===== src/rtl/capture_buffer.sv =====
// Capture-then-forward sample buffer between the ADC reader and the serial writer.
// Fills up to DEPTH samples, then replays them oldest-first, one per writer handshake.
module capture_buffer #(
    parameter int SAMPLE_W   = 12,
    parameter int DEPTH      = 100,
    parameter int ADDR_W     = 7,
    parameter int CONTINUOUS = 0
) (
    input  logic                clk,
    input  logic                rst,
    input  logic                start,
    input  logic [ADDR_W-1:0]   depth_sel,
    output logic                adc_en,
    input  logic                adc_valid,
    input  logic [SAMPLE_W-1:0] adc_data,
    output logic                tx_en,
    output logic [SAMPLE_W-1:0] tx_data,
    input  logic                tx_done,
    output logic                busy,
    output logic                done,
    output logic [1:0]          state,
    output logic [ADDR_W-1:0]   sample_cnt
);

    typedef enum logic [1:0] {
        S_IDLE     = 2'd0,
        S_CAPTURE  = 2'd1,
        S_TRANSMIT = 2'd2,
        S_DONE     = 2'd3
    } state_t;

    localparam logic [ADDR_W-1:0] DEPTH_A = ADDR_W'(DEPTH);
    localparam logic [ADDR_W-1:0] ZERO_A  = '0;
    localparam logic [ADDR_W-1:0] ONE_A   = ADDR_W'(1);

    state_t              state_q, state_d;
    logic [ADDR_W-1:0]   limit_q, limit_d;
    logic [ADDR_W-1:0]   wr_q, wr_d;
    logic [ADDR_W-1:0]   rd_q, rd_d;
    logic [ADDR_W-1:0]   cnt_q, cnt_d;
    logic                adc_en_q, adc_en_d;
    logic                tx_en_q, tx_en_d;
    logic [SAMPLE_W-1:0] tx_data_q, tx_data_d;
    logic                done_q, done_d;
    logic                busy_q, busy_d;
    logic                mem_we;
    logic [ADDR_W-1:0]   cnt_inc;
    logic [ADDR_W-1:0]   rd_inc;

    logic [SAMPLE_W-1:0] mem [DEPTH];

    // Zero or oversized requests fall back to the full buffer so pointers never wrap.
    function automatic logic [ADDR_W-1:0] clamp_limit(input logic [ADDR_W-1:0] sel);
        if (sel == ZERO_A || int'(sel) > DEPTH) begin
            return DEPTH_A;
        end
        return sel;
    endfunction

    assign cnt_inc = cnt_q + ONE_A;
    assign rd_inc  = rd_q + ONE_A;

    always_comb begin
        state_d   = state_q;
        limit_d   = limit_q;
        wr_d      = wr_q;
        rd_d      = rd_q;
        cnt_d     = cnt_q;
        adc_en_d  = adc_en_q;
        tx_en_d   = tx_en_q;
        tx_data_d = tx_data_q;
        mem_we    = 1'b0;

        unique case (state_q)
            S_IDLE: begin
                adc_en_d  = 1'b0;
                tx_en_d   = 1'b0;
                tx_data_d = '0;
                cnt_d     = '0;
                if (start) begin
                    state_d  = S_CAPTURE;
                    limit_d  = clamp_limit(depth_sel);
                    wr_d     = '0;
                    rd_d     = '0;
                    adc_en_d = 1'b1;
                end
            end

            S_CAPTURE: begin
                tx_en_d = 1'b0;
                if (!adc_en_q) begin
                    adc_en_d = 1'b1;
                end else if (adc_valid) begin
                    // Drop enable for one cycle so the reader restarts its conversion.
                    mem_we   = 1'b1;
                    wr_d     = wr_q + ONE_A;
                    adc_en_d = 1'b0;
                    if (cnt_inc == limit_q) begin
                        state_d   = S_TRANSMIT;
                        cnt_d     = '0;
                        // With a one-sample cycle, the first sample is still in flight.
                        tx_data_d = (wr_q == ZERO_A) ? adc_data : mem[ZERO_A];
                    end else begin
                        cnt_d = cnt_inc;
                    end
                end
            end

            S_TRANSMIT: begin
                adc_en_d = 1'b0;
                if (!tx_en_q) begin
                    tx_en_d = 1'b1;
                end else if (tx_done) begin
                    tx_en_d = 1'b0;
                    rd_d    = rd_inc;
                    cnt_d   = cnt_inc;
                    if (cnt_inc == limit_q) begin
                        state_d = S_DONE;
                    end else begin
                        // Next sample settles during the gap, ahead of tx_en rising.
                        tx_data_d = mem[rd_inc];
                    end
                end
            end

            S_DONE: begin
                adc_en_d = 1'b0;
                tx_en_d  = 1'b0;
                if (CONTINUOUS != 0 && start) begin
                    state_d  = S_CAPTURE;
                    limit_d  = clamp_limit(depth_sel);
                    wr_d     = '0;
                    rd_d     = '0;
                    cnt_d    = '0;
                    adc_en_d = 1'b1;
                end else begin
                    state_d   = S_IDLE;
                    cnt_d     = '0;
                    tx_data_d = '0;
                end
            end

            default: begin
                state_d = S_IDLE;
            end
        endcase

        done_d = (state_d == S_DONE);
        busy_d = (state_d == S_CAPTURE) || (state_d == S_TRANSMIT);
    end

    always_ff @(posedge clk) begin
        if (!rst) begin
            state_q   <= S_IDLE;
            limit_q   <= DEPTH_A;
            wr_q      <= '0;
            rd_q      <= '0;
            cnt_q     <= '0;
            adc_en_q  <= 1'b0;
            tx_en_q   <= 1'b0;
            tx_data_q <= '0;
            done_q    <= 1'b0;
            busy_q    <= 1'b0;
        end else begin
            state_q   <= state_d;
            limit_q   <= limit_d;
            wr_q      <= wr_d;
            rd_q      <= rd_d;
            cnt_q     <= cnt_d;
            adc_en_q  <= adc_en_d;
            tx_en_q   <= tx_en_d;
            tx_data_q <= tx_data_d;
            done_q    <= done_d;
            busy_q    <= busy_d;
        end
    end

    // Sample storage carries no reset; stale contents are never read back.
    always_ff @(posedge clk) begin
        if (mem_we) begin
            mem[wr_q] <= adc_data;
        end
    end

    assign adc_en     = adc_en_q;
    assign tx_en      = tx_en_q;
    assign tx_data    = tx_data_q;
    assign busy       = busy_q;
    assign done       = done_q;
    assign state      = state_q;
    assign sample_cnt = cnt_q;

endmodule


===== config.mk =====
export PLATFORM = sky130hd
export DESIGN_NAME = capture_buffer
export DESIGN_NICKNAME = d
export VERILOG_FILES = /design/src/rtl/capture_buffer.sv
export SDC_FILE = /design/constraint.sdc
export NUM_CORES = 1
export LEC_CHECK = 0
export ABC_AREA = 1
export CORE_UTILIZATION = 30
export DETAILED_ROUTE_END_ITERATION = 8
export GPL_TIMING_DRIVEN = 0
export HOLD_SLACK_MARGIN = 0.03
export PLACE_DENSITY = 0.41
export SYNTH_ARGS = -nofsm -noshare
export SYNTH_HDL_FRONTEND = slang
export SYNTH_SLANG_ARGS = --single-unit

===== constraint.sdc =====
create_clock -name clk -period 2.9 [get_ports clk]
set_clock_uncertainty 0.2 [all_clocks]
set_input_delay 0.725 -clock clk [delete_from_list [all_inputs] [get_ports clk]]
set_output_delay 0.725 -clock clk [all_outputs]
set_load 0.02 [all_outputs]

### Word level (Yosys, flattened, before mapping)

Memory sizes are Yosys's and may differ from the RTL's.
Cells that the tools add are included.

* add/sub/neg operators: 3
* magnitude comparators: 1
* equal/unequal tests: 14
* mux-type cells: 46
* reduce and logical (&&, ||, !) cells: 15

Operators by type and width (count)
* two-way mux 12 bit: 7
* two-way mux 7 bit: 12
* one-hot mux 12 bit (3 select lines): 1
* one-hot mux 7 bit (2 select lines): 2
* adder 7 x 1 -> 7 bit (second input constant): 3
* one-hot mux 7 bit (3 select lines): 1
* logical NOT 7 bit: 2
* two-way mux 2 bit: 7
* inequality test 2 bit (second input constant): 7
* two-way mux 1 bit: 13
* AND reduction 4 bit: 3
* == test 2 bit (second input constant): 4
* one-hot mux 2 bit (4 select lines): 1
* == test 7 bit: 1
* greater-than comparator 7 bit (second input constant): 1
* AND reduction 6 bit: 1
* == test 2 x 1 -> 1 bit (second input constant): 2
* nonzero test 2 bit: 2
* OR reduction 2 bit: 2
* one-hot mux 1 bit (3 select lines): 1
* OR reduction 3 bit: 1
* logical NOT 2 bit: 1
* logical OR 1 bit: 2
* one-hot mux 1 bit (2 select lines): 1
* AND reduction 2 bit: 1

* flip-flop bits (word level): 46
* RAM bits: 1200
* logic and storage cells: 90
* memories: 1

Memories
* mem: words 100, bits a word 12, read ports 2, clocked after Yosys merged registers in 0, write ports 1, line 50 `logic [SAMPLE_W-1:0] mem [DEPTH];`

### Longest topological paths before layout

* depth after elaboration: 8
* gate-level depth with buffers: 18

### Worst setup path before layout

OpenSTA, ideal clock, no wires.

* path kind: reg2reg
* start: reg state_q[0] (netlist: state[0])
* end: mem mem[11][0] (enable)
* library setup time: 0.380 ns
* data arrival time: 2.168 ns
* required time: 2.320 ns
* setup slack: 0.152 ns
* stages on the path, launching flop included: 7
* clock period less this slack: 2.748 ns
* path through: dfxtp_1 -> ha_1 -> buf_2 -> inv_1 -> nor2_1 -> nand3_1 -> nor2_1

* longest elaborated chain between the ends: 4

RTL lines
* start, declared: line 36 `state_t state_q, state_d;`
* start signal, assigned: line 165 `state_q <= state_d;`
* == test 2 x 1 -> 1 bit: line 74 `unique case (state_q)`
* two-way mux 1 bit: line 74
* two-way mux 1 bit: line 180 `if (mem_we) begin`
* two-way mux 1 bit (not written as such): line 181 `mem[wr_q] <= adc_data;`
* end, declared: line 50

Every way passes these cells.

### Final worst setup path

* start: reg state_q[1] (netlist: state[1])
* end: mem mem[47][6] (enable)

The elaborated chain is that of the path after synthesis.

==> results.tsv <==
stage	metric	value	unit
status	status	finished clean	
logic_synthesis	Main synth FF type	edfxtp_1	
worst_setup_path	r2r setup slk	0.04	ns
sta	Fin. Hold Viols	0	
route	Routed WL	204000	um
sta	Max Fclk	350	MHz
global_routing	GRT overflow	0	
clocking	clock sinks	1246	
pwr	Pint	30.3	mW
floorplanning	num ports	49	
floorplanning	floorplan row count	152	
sta	RSZ-0062 raised after global routing	true	
worst_setup_path	Crit path required time	3.13	ns
worst_setup_path	CP Launch Type	flip-flop	
logic_synthesis	Distinct cells, synth	35	
sta	Fin Hold WS	0.130	ns
clocking	H-tree depth	4	
global_routing	vias in the first global route	35244	
logic_synthesis	Post-Syn Area per Cell	11.1	um^2
logic_synthesis	Synth Warn #	0	
floorplanning	core footprint	0.172	mm^2
pwr	clock share of power	46.4	%
logic_synthesis	synthesized net count	4720	
logic_synthesis	Post-synth ARST share	0	%
logic_synthesis	EDFF count, synth	1200	
logic_synthesis	largest area contributor in the netlist	edfxtp_1	
pwr	VDD IR max	0.000442	V
finish	share of cells above drive strength 1	15.6	%
worst_hold_path	min-delay worst type	in -> reg	
route	WL/cell	27.4	um
sta	worst slew pin tran	0.999	ns
finish	fillers	16935	
pwr	Psw	8.37	mW
sta	Tmin final	2.86	ns
sta	max-slew violations	0	
logic_synthesis	Post-Synthesis Cells	4688	
pwr	Seq pwr share	51.2	%
worst_hold_path	Hold Path End	mem[61][7]	
floorplanning	Die Y-Extent	418	um
finish	commonest non-fill, non-tap cell in the layout	edfxtp_1	
route	Residual DRC	0	
pwr	sw frac	21.6	%
floorplanning	Initial Util	30.2	%
job	number of max-cap violations	0	
worst_setup_path	CP Max Fanout	12	
clocking	Clock Path Buffers	3	
sta	sum of negative setup slack	0	ns
clocking	Num CTS Buffers	145	
worst_setup_path	Worst Setup Path Type	reg -> reg	
worst_setup_path	RR Startpoint	state[1]	
finish	commonest cells after routing, fill and taps aside	edfxtp_1 (1200), nand2_1 (1065), nand3_1 (546)	
finish	fin nets	5046	
worst_setup_path	Arr. time, crit path	3.09	ns
pwr	leakage power figure	23.0	nW
global_routing	first-pass GRT wire length	280000	um
finish	area grow syn2layout	24.0	%
worst_setup_path	R2R cell count	8	
pwr	Total Power	38.7	mW
route	Vias	37123	
logic_synthesis	Seq cells post-synth	1246	
global_routing	initial antenna violation count	7	
clocking	Reg clk slew, reported paths	0.06	ns
logic_synthesis	top cell type's share of synthesized area	69.3	%
placed_design	placer congestion estimate	0.918	
worst_setup_path	reg2reg end	mem[47][6]	
floorplanning	die area	0.175	mm^2
logic_synthesis	sequential fraction of the synthesis area	71.1	%
route	drt via density	4.99	
worst_hold_path	hold_sp	adc_data[7]	
logic_synthesis	Synth area leaders	edfxtp_1 (69%), nand2_1 (7.7%), nand3_1 (6.2%)	
global_routing	Total GRT Usage	23.0	%
sta	final period utilization	98.6	%
worst_hold_path	Hold Crit Depth	1	
clocking	CTS root buffer	clkbuf_16	
clocking	Clock Latency Late Sink	0.81	ns
clocking	CTS tree	yes	
route	Post-DRT Antenna Nets	0	
logic_synthesis	post-synthesis cell area	0.0520	mm^2
worst_setup_path	crit end category	flip-flop	
route	Starting DRT DRC Count	3748	
route	DR pass1 iterations	6	
placed_design	Detail Placement HPWL	139000	um
clocking	# hold bufs at CTS	0	
placed_design	Port Buf Inserts	48	
global_routing	largest net degree at the start of global routing	72	
pwr	PwrDens	601	mW/mm^2
sta	Max-Slew Margin vs Limit	33.2	%
pwr	Comb power frac	2.3	%
floorplanning	Die W	418	um
sta	endpoints failing setup	0	
==> metrics by stage <==
step / utilization, % / cell area (um^2) / std cells / worst slack (ns)
final: 37.5 / 64500 / 7441 / 0.0408
after global routing: 37.5 / 64500 / 7439 / -0.0434
after CTS: 37.0 / 63600 / 7423 / 0.000307
after detailed placement: 32.9 / 56500 / 7102 / -2.25
after global placement: 32.2 / 55400 / 7046 / -3.49
after floorplan: - / 52000 / 4688 / 0.152
==> worst max-delay path, cell delays in order (launching register included) <==
cell and delay (ns):
dfxtp_1 0.36, inv_1 0.10, ha_1 0.13, buf_2 0.27
inv_1 0.21, nor2_4 0.14, buf_12 0.16, nand2_4 0.33
nor2_4 0.55
==> state kept, by name (all words and copies together) (netlist names) <==
name        flops
done            1
tx_en           1
adc_en          1
mem          1200
rd_q            7
tx_data        12
sample_cnt      7
busy            1
wr_q            7
state           2
limit_q         7
==> cells in the mapped netlist (all sizes together), types with 4 or more instances <==
master / n
o21a: 5
dfxtp: 46
a211oi: 4
ha: 8
clkbuf: 104
inv: 296
o21ai: 298
buf: 167
nor2: 642
nor3: 8
a21oi: 81
nand3: 643
nand2: 1071
nand4: 6
nand3b: 5
o22ai: 12
o211ai: 76
edfxtp: 1200
==> layout make-up <==
class,instances,area (um^2),share of cell area [%]
antenna,2,5.00,0.00776
buffer,266,1950,3.03
clock buffer,188,3900,6.04
clock inverter,74,672,1.04
inverter,298,1150,1.79
multi-input combinational,2873,14100,21.9
sequential,1246,37000,57.3
tap,2310,2890,4.48
timing repair buffer,184,2810,4.35
==> power groups by stage <==
| stage | logic (mW) | clock network (mW) | registers [mW] |
|---|---|---|---|
| after global placement | 0.824 | 0 | 20.3 |
| after global routing | 0.968 | 18.9 | 19.8 |
| after CTS | 0.900 | 18.2 | 19.8 |
| final | 0.910 | 18.0 | 19.8 |
| after floorplan | 0.216 | 0 | 20.2 |
| after detailed placement | 0.895 | 0 | 20.2 |
==> worst max-delay path by stage <==
stage                           start         end  cells after the start
after floorplan              state[0]  mem[11][0]                      6
after global placement    adc_data[3]  mem[48][3]                      1
after detailed placement    adc_valid  mem[30][3]                      5
after CTS                     rd_q[0]  tx_data[2]                     16
after global routing         state[1]  mem[47][3]                      8
final                        state[1]  mem[47][6]                      8
==> what timing repair did <==
action                                   CTS  global route
endpoints found under the setup margin  1227           346
gates cloned                               0             2
hold endpoints to repair                   0             0
setup buffers                             61            17
gates resized for setup                  476           148
pin swaps                                 47            23
==> logic make-up after synthesis <==
| family | after synthesis | synth area share (%) |
|---|---|---|
| compound gates | 481 | 5.09 |
| flops | 1246 | 71.1 |
| xor+xnor | 5 | 0.128 |
| fa+ha+maj | 8 | 0.192 |
| buf+inv | 569 | 4.69 |
| simple gates | 2379 | 18.8 |
==> routing by layer <==
metal	up-vias	routed length, um	track usage, %
met5	-	0	0
met1	18661	93300	33.2
met3	284	12900	3.05
met2	1318	90400	35.1
met4	0	7160	8.68
li1	16860	-	-
No activity file was read; power rests on OpenSTA's default activity.
